## src/rtl/ddram_cache_ctrl.sv

```systemverilog
// Sequencer between the 8-bit CPU bus and the 64-bit DDRAM Avalon port, driving
// a word cache: read-allocate, write-through, no write-allocate.
module ddram_cache_ctrl #(
  parameter int unsigned CPU_ADDR_WIDTH = 16,
  parameter logic [28:0] DDRAM_BASE     = 29'h0600000
) (
  input  logic                      clk,
  input  logic                      reset_n,
  input  logic                      cpu_req,
  input  logic                      cpu_we,
  input  logic [CPU_ADDR_WIDTH-1:0] cpu_addr,
  input  logic [7:0]                cpu_wdata,
  output logic [7:0]                cpu_rdata,
  output logic                      cpu_ack,
  output logic [CPU_ADDR_WIDTH-4:0] cache_addr,
  output logic [63:0]               cache_wdata,
  input  logic [63:0]               cache_rdata,
  input  logic                      cache_hit,
  output logic                      cache_wr_enable,
  output logic [28:0]               ddram_addr,
  output logic [7:0]                ddram_burstcnt,
  output logic                      ddram_rd,
  output logic                      ddram_we,
  output logic [63:0]               ddram_din,
  output logic [7:0]                ddram_be,
  input  logic [63:0]               ddram_dout,
  input  logic                      ddram_dout_ready,
  input  logic                      ddram_busy
);

  localparam int unsigned KW = CPU_ADDR_WIDTH - 3;

  typedef enum logic [2:0] {
    IDLE, LOOKUP, RD_REQ, RD_WAIT, WR_REQ, FILL, COMMIT, ACK
  } state_t;

  state_t        r_state, w_next;
  logic [KW-1:0] r_cache_addr;
  logic          r_we;
  logic [7:0]    r_wdata;
  logic [2:0]    r_lane;
  logic          r_hit;
  logic [63:0]   r_line;
  logic [63:0]   r_cache_wdata;
  logic [7:0]    r_cpu_rdata;
  logic [63:0]   w_merged;

  always_comb begin
    w_merged = r_line;
    w_merged[{r_lane, 3'b000} +: 8] = r_wdata;
  end

  always_comb begin
    w_next = r_state;
    unique case (r_state)
      IDLE:    if (cpu_req) w_next = LOOKUP;
      LOOKUP:  begin
        if (r_we)           w_next = WR_REQ;
        else if (cache_hit) w_next = ACK;
        else                w_next = RD_REQ;
      end
      RD_REQ:  if (!ddram_busy) w_next = RD_WAIT;
      RD_WAIT: if (ddram_dout_ready) w_next = FILL;
      WR_REQ:  if (!ddram_busy) w_next = r_hit ? FILL : ACK;
      FILL:    w_next = COMMIT;
      COMMIT:  w_next = ACK;
      ACK:     w_next = IDLE;
      default: w_next = IDLE;
    endcase
  end

  always_ff @(posedge clk or negedge reset_n) begin
    if (!reset_n) begin
      r_state       <= IDLE;
      r_cache_addr  <= '0;
      r_we          <= 1'b0;
      r_wdata       <= '0;
      r_lane        <= '0;
      r_hit         <= 1'b0;
      r_line        <= '0;
      r_cache_wdata <= '0;
      r_cpu_rdata   <= '0;
    end else begin
      r_state <= w_next;
      unique case (r_state)
        IDLE: if (cpu_req) begin
          r_cache_addr <= cpu_addr[CPU_ADDR_WIDTH-1:3];
          r_we         <= cpu_we;
          r_wdata      <= cpu_wdata;
          r_lane       <= cpu_addr[2:0];
        end
        LOOKUP: begin
          r_hit  <= cache_hit;
          r_line <= cache_rdata;
          if (!r_we && cache_hit) r_cpu_rdata <= cache_rdata[{r_lane, 3'b000} +: 8];
        end
        RD_WAIT: if (ddram_dout_ready) begin
          r_cache_wdata <= ddram_dout;
          r_cpu_rdata   <= ddram_dout[{r_lane, 3'b000} +: 8];
        end
        WR_REQ: if (!ddram_busy && r_hit) r_cache_wdata <= w_merged;
        default: ;
      endcase
    end
  end

  // Strobes decode the registered state, so a reset drops them immediately.
  assign cpu_ack         = (r_state == ACK);
  assign cache_wr_enable = (r_state == FILL);
  assign ddram_rd        = (r_state == RD_REQ);
  assign ddram_we        = (r_state == WR_REQ);

  assign cpu_rdata      = r_cpu_rdata;
  assign cache_addr     = r_cache_addr;
  assign cache_wdata    = r_cache_wdata;
  assign ddram_addr     = DDRAM_BASE + {{(29 - KW){1'b0}}, r_cache_addr};
  assign ddram_burstcnt = 8'd1;
  assign ddram_din      = {8{r_wdata}};
  assign ddram_be       = 8'b1 << r_lane;

endmodule

```

## config.mk

```make
export PLATFORM = sky130hd
export DESIGN_NAME = ddram_cache_ctrl
export DESIGN_NICKNAME = d
export VERILOG_FILES = /design/src/rtl/ddram_cache_ctrl.sv
export SDC_FILE = /design/constraint.sdc
export NUM_CORES = 1
export LEC_CHECK = 0
export ABC_AREA = 1
export ABC_CLOCK_PERIOD_IN_PS = 5300
export CAP_MARGIN = 10
export CORE_ASPECT_RATIO = 1.2
export CORE_UTILIZATION = 49
export DETAILED_ROUTE_END_ITERATION = 7
export GPL_TIMING_DRIVEN = 0
export PLACE_DENSITY = 0.95
export SLEW_MARGIN = 0
export SYNTH_ARGS = -nofsm -noshare
export SYNTH_HDL_FRONTEND = slang
export SYNTH_SLANG_ARGS = --single-unit
```

## constraint.sdc

```tcl
create_clock -name clk -period 5.3 [get_ports clk]
set_clock_uncertainty 0.1 [all_clocks]
set_input_delay 1.06 -clock clk [delete_from_list [all_inputs] [get_ports clk]]
set_output_delay 1.06 -clock clk [all_outputs]
set_load 0.05 [all_outputs]
```

======== Yosys cells after proc, flatten, opt, wreduce, memory -nomap -nowiden ========
Index checks and enable logic that the tools add are counted.
word-level totals
  output and inout port bits .............. 198
  logic and storage cells ................. 55
  input port bits ......................... 159
  bits in registers ....................... 165
cells by class
  add/subtract/negate cells ............... 2
  reductions and logical operators ........ 11
  equal/unequal tests ..................... 13
  mux-type cells .......................... 15
  shift operators ......................... 5
operators with widths
  operator                  count
  $mux W64                  2
  $pmux W64 S2              1
  $shiftx A64 B7 Y8         2
  $bwmux W64                1
  $shift A8 B8 Y64 const A  1
  $shiftx A8 B8 Y64         1
  $add A23 B13 Y24 const A  1
  $pmux W3 S8               1
  $mux W3                   6
  $mux W8                   2
  $pmux W8 S2               1
  $eq A3 B3 Y1 const B      4
  $ne A2 B2 Y1 const B      5
  $neg A6 Y8                1
  $shl A1 B3 Y8 const A     1
  $eq A3 B2 Y1 const B      2
  $reduce_and A3 Y1         2
  $reduce_and A4 Y1         1
  $reduce_bool A2 Y1        2
  $eq A3 B1 Y1 const B      1
  $logic_not A3 Y1          1
  $logic_and A1 B1 Y1       2
  $logic_not A1 Y1          2
  $mux W2                   1
  2 further kinds           2

======== Longest topological paths before layout ========
  word-level depth ........................ 5
  mapped depth ............................ 14
  depth with buffers taken out ............ 11

======== Least setup slack after synthesis ========
Ideal clock, no wire load.
  path type ............................... flip-flop to output port
  start point ............................. reg r_lane[1]
  end point ............................... out ddram_be[1]
  stages on the path, launching flop included .. 7
  data required time ...................... 4,140 ps
  slack ................................... 2,279 ps
  buffers on the path ..................... 2
  arrival time ............................ 1,861 ps
  cell sequence ........................... dfrtp_1 -> buf_2 -> inv_2 -> buf_1 -> ha_1 -> inv_1 -> nor2_1
between the ends
  cells in the longest elaborated chain, start to end .. 1
RTL lines
  what                    RTL line  source
  from (decl)             41        logic [2:0] r_lane;
  from (signal assigned)  90        r_lane <= cpu_addr[2:0];
  $shl A1 B3 Y8           119       assign ddram_be = 8'b1 << r_lane;
  to (decl)               25        output logic [7:0] ddram_be,
Every way passes these cells.

======== Final worst setup path ========
  start point ............................. reg r_lane[0]
  end point ............................... out ddram_be[0]
The elaborated chain is that of the path after synthesis.

==> results.cfg <==
[placement]
io_buffers = 332
place.detailed.hpwl_microns = 29300
gp_congestion = 0.969

[worst_setup_path]
critPathLaunchType = flip-flop
critPathArrivalTime_ps = 3300
critPathMaxFanout = 11
crit_slowest_cell = clkdlybuf4s50_1
slowest_delay_ps = 880
path_common_cell = ha_1
worst_r2r_path_depth = 12
end_kind = output pin
critPathRequiredTime_ps = 4140
worstReg2RegStart = r_lane[0]
crit_type = flip-flop to output pin
r2r_slack_ps = 1770
path_cells = buf_2, inv_2, clkbuf_1, ha_1, ha_1, clkdlybuf4s50_1
r2r_end = cache_wdata[5]

[clock_tree]
cts-root-buf = clkbuf_16
clk_latency_ps = 440
postCtsSetupBuffers = 0
cts_buffer_depth = 2
clock-sinks = 165
cts_htree_levels = 4
cts_resized = 0
numCtsBuffers = 17
cts_tree = built
hold_buffers = 0
clk_pin_slew_ps = 70

[floorplanning]
die_h_microns = 157
ioPinCount = 357
die_w_microns = 131
initial_utilization_pct = 49.9
dieArea_sq_um = 20500
core_area_sq_um = 19500
rows = 56

[logic_synthesis]
synth_seq_area_share_pct = 42.4
yosys.cell_types.count = 29
netlist_instances = 1338
syn_avg_cell_area_sq_um = 7.28
ys_warn_count = 0
ys_ff_latch = 165
synthesis.area_sq_um = 9750

[power]
p_sw_uw = 5720
leakage_uw = 0.00683
powerDensity_nw_per_um2 = 750
power_frac_clock_pct = 11.9
power_frac_comb_pct = 65.6
swShare_pct = 54.1
peakVddDrop_uv = 511
p_int_uw = 4850
seq_power_share_pct = 22.5

[detailed_routing]
post-route-drc-count = 0
routedWlPerCell_microns = 19.7
dr.pass1.iters = 6
vias = 10900
drt_iter0_markers = 1126
totalWireLength_microns = 39200
antenna_left = 0
vias_per_cell = 5.50

[cells_and_area]
num-nets-final = 1878
fillers = 1546
regArea_sq_um = 4130
multi_input_comb_area_sq_um = 4050
final_layout_size_suffix_gt1_share_pct = 10.3
finish.utilization_pct = 72.1
area_growth_pct = 44.5
diodes = 0

[global_route]
grt_max_degree = 123
grt_pass1_vias = 10600
grt_pass1_wl_microns = 58400
use_met3_pct = 8.55
top_usage_layer = met2
overflow = 0
grt_use_met2_pct = 62.2
met1_usage_pct = 47.2
grt.total_usage_pct = 39.1
antenna_found_initial = 1

[worst_hold_path]
hp-start = cache_wdata[22]
whs_path_depth = 2
min_path_type = flip-flop to flip-flop
hold_end = cache_wdata[22]

[sta]
hold_viol = 0
fmaxAchievable_ghz = 0.224
setup_viol = 0
relSlewSlack_pct = 45.3
period_share_pct = 84.2
worst-slew-pin-transition_ps = 820
slew_violations = 0
fin_crit_ps = 4460
fin_tns_setup_ps = 0
rsz0062_at_grt = no

[job]
cap_violations = 0

[run_status]
status = finished, final reports clean
worst max path at each step:
stage / from / end / slack [ps]
global route: r_lane[0] / ddram_be[0] / 830
finish: r_lane[0] / ddram_be[0] / 840
floorplan: r_lane[1] / ddram_be[1] / 2280
CTS: r_lane[0] / ddram_be[0] / 930
global placement: reset_n / cache_wdata[46] / -3760
detailed placement: r_lane[0] / ddram_be[0] / 1390
area by class of cell:
| class | instances | share of cell area, % |
|---|---|---|
| Tap cell | 261 | 2.32 |
| Multi-Input combinational cell | 859 | 28.7 |
| Inverter | 166 | 4.42 |
| Timing Repair Buffer | 333 | 23.8 |
| Clock inverter | 11 | 0.897 |
| Buffer | 170 | 7.31 |
| Clock buffer | 21 | 3.20 |
| Sequential cell | 165 | 29.3 |
cell usage in the layout (no fill, tap or decap), drive strengths merged:
master	Yosys	layout
bufinv	0	2
or2	1	1
buf	134	136
o211ai	24	24
nor2	84	84
a21oi	111	111
nand4	2	2
nor4	1	1
nand3	119	119
a31oi	1	1
o21ai	137	137
a21boi	1	1
clkdlybuf4s50	0	331
dfrtp	165	165
o22a	7	7
ha	7	7
clkinv	1	4
clkinvlp	0	4
clkbuf	36	57
a211oi	7	7
nor3	1	1
conb	2	24
inv	165	167
mux2	15	15
nand2	317	317
cell usage after synthesis (all sizes together):
library cell    n  area [sq um]
clkinv          1          3.75
or2             1          6.26
nand4           2          12.5
a21boi          1          11.3
o211ai         24           180
a31oi           1          6.26
mux2           15           169
buf           134           895
ha              7          87.6
inv           165           619
a211oi          7          52.6
nand3         119           601
nor2           84           320
nand2         317          1190
nor4            1          6.26
clkbuf         36           135
nor3            1          10.0
dfrtp         165          4130
o21ai         137           686
conb            2          7.51
a21oi         111           556
o22a            7          61.3
worst max-delay path, delay by kind of cell (launching register included):
kind                       cells  cell delay [ps]
buffers and inverters          4             1880
DFF                            1              400
adders and majority gates      2              560
state kept, by name, indices dropped and copies added (netlist names):
| register | cells |
|---|---|
| r_hit | 1 |
| r_we | 1 |
| r_lane | 3 |
| cache_addr | 13 |
| r_line | 64 |
| r_wdata | 8 |
| cpu_rdata | 8 |
| r_state | 3 |
| cache_wdata | 64 |
routing by layer:
metal,vias up,share of wire (%),wire (microns)
met1,5013,36,14000
met3,179,11,4250
met4,0,6.5,2550
met5,-,0,0
met2,821,47,18400
li1,4919,-,-
cells by family after synthesis:
| family | Yosys count | synth area share, % |
|---|---|---|
| simple gates | 525 | 22.0 |
| flops | 165 | 42.4 |
| fa+ha+maj | 7 | 0.899 |
| other cells | 2 | 0.0771 |
| buf+inv | 336 | 17.0 |
| compound gates | 288 | 15.9 |
| mux | 15 | 1.73 |
power by group through the flow:
stage / Sequential, uW / Clock (uW) / Combinational (uW)
floorplan: 3440 / 0 / 3340
global placement: 2340 / 0 / 6710
detailed placement: 2370 / 0 / 6810
CTS: 2360 / 1250 / 6850
global route: 2440 / 1290 / 7310
finish: 2380 / 1260 / 6930
through the flow:
step           instance area (sq um)  hold slack (ps)  setup WS, ps  total power [uW]  instances
4_1_cts                        14100              383           933             10500       1986
6_report                       14100              377           836             10600       1986
3_5_place_dp                   13500              366          1390              9190       1954
5_1_grt                        14100              400           832             11000       1986
3_3_place_gp                   13500              360         -3760              9050       1953
2_1_floorplan                   9830              347          2280              6790       1360
(Power assumes the default switching activity.)
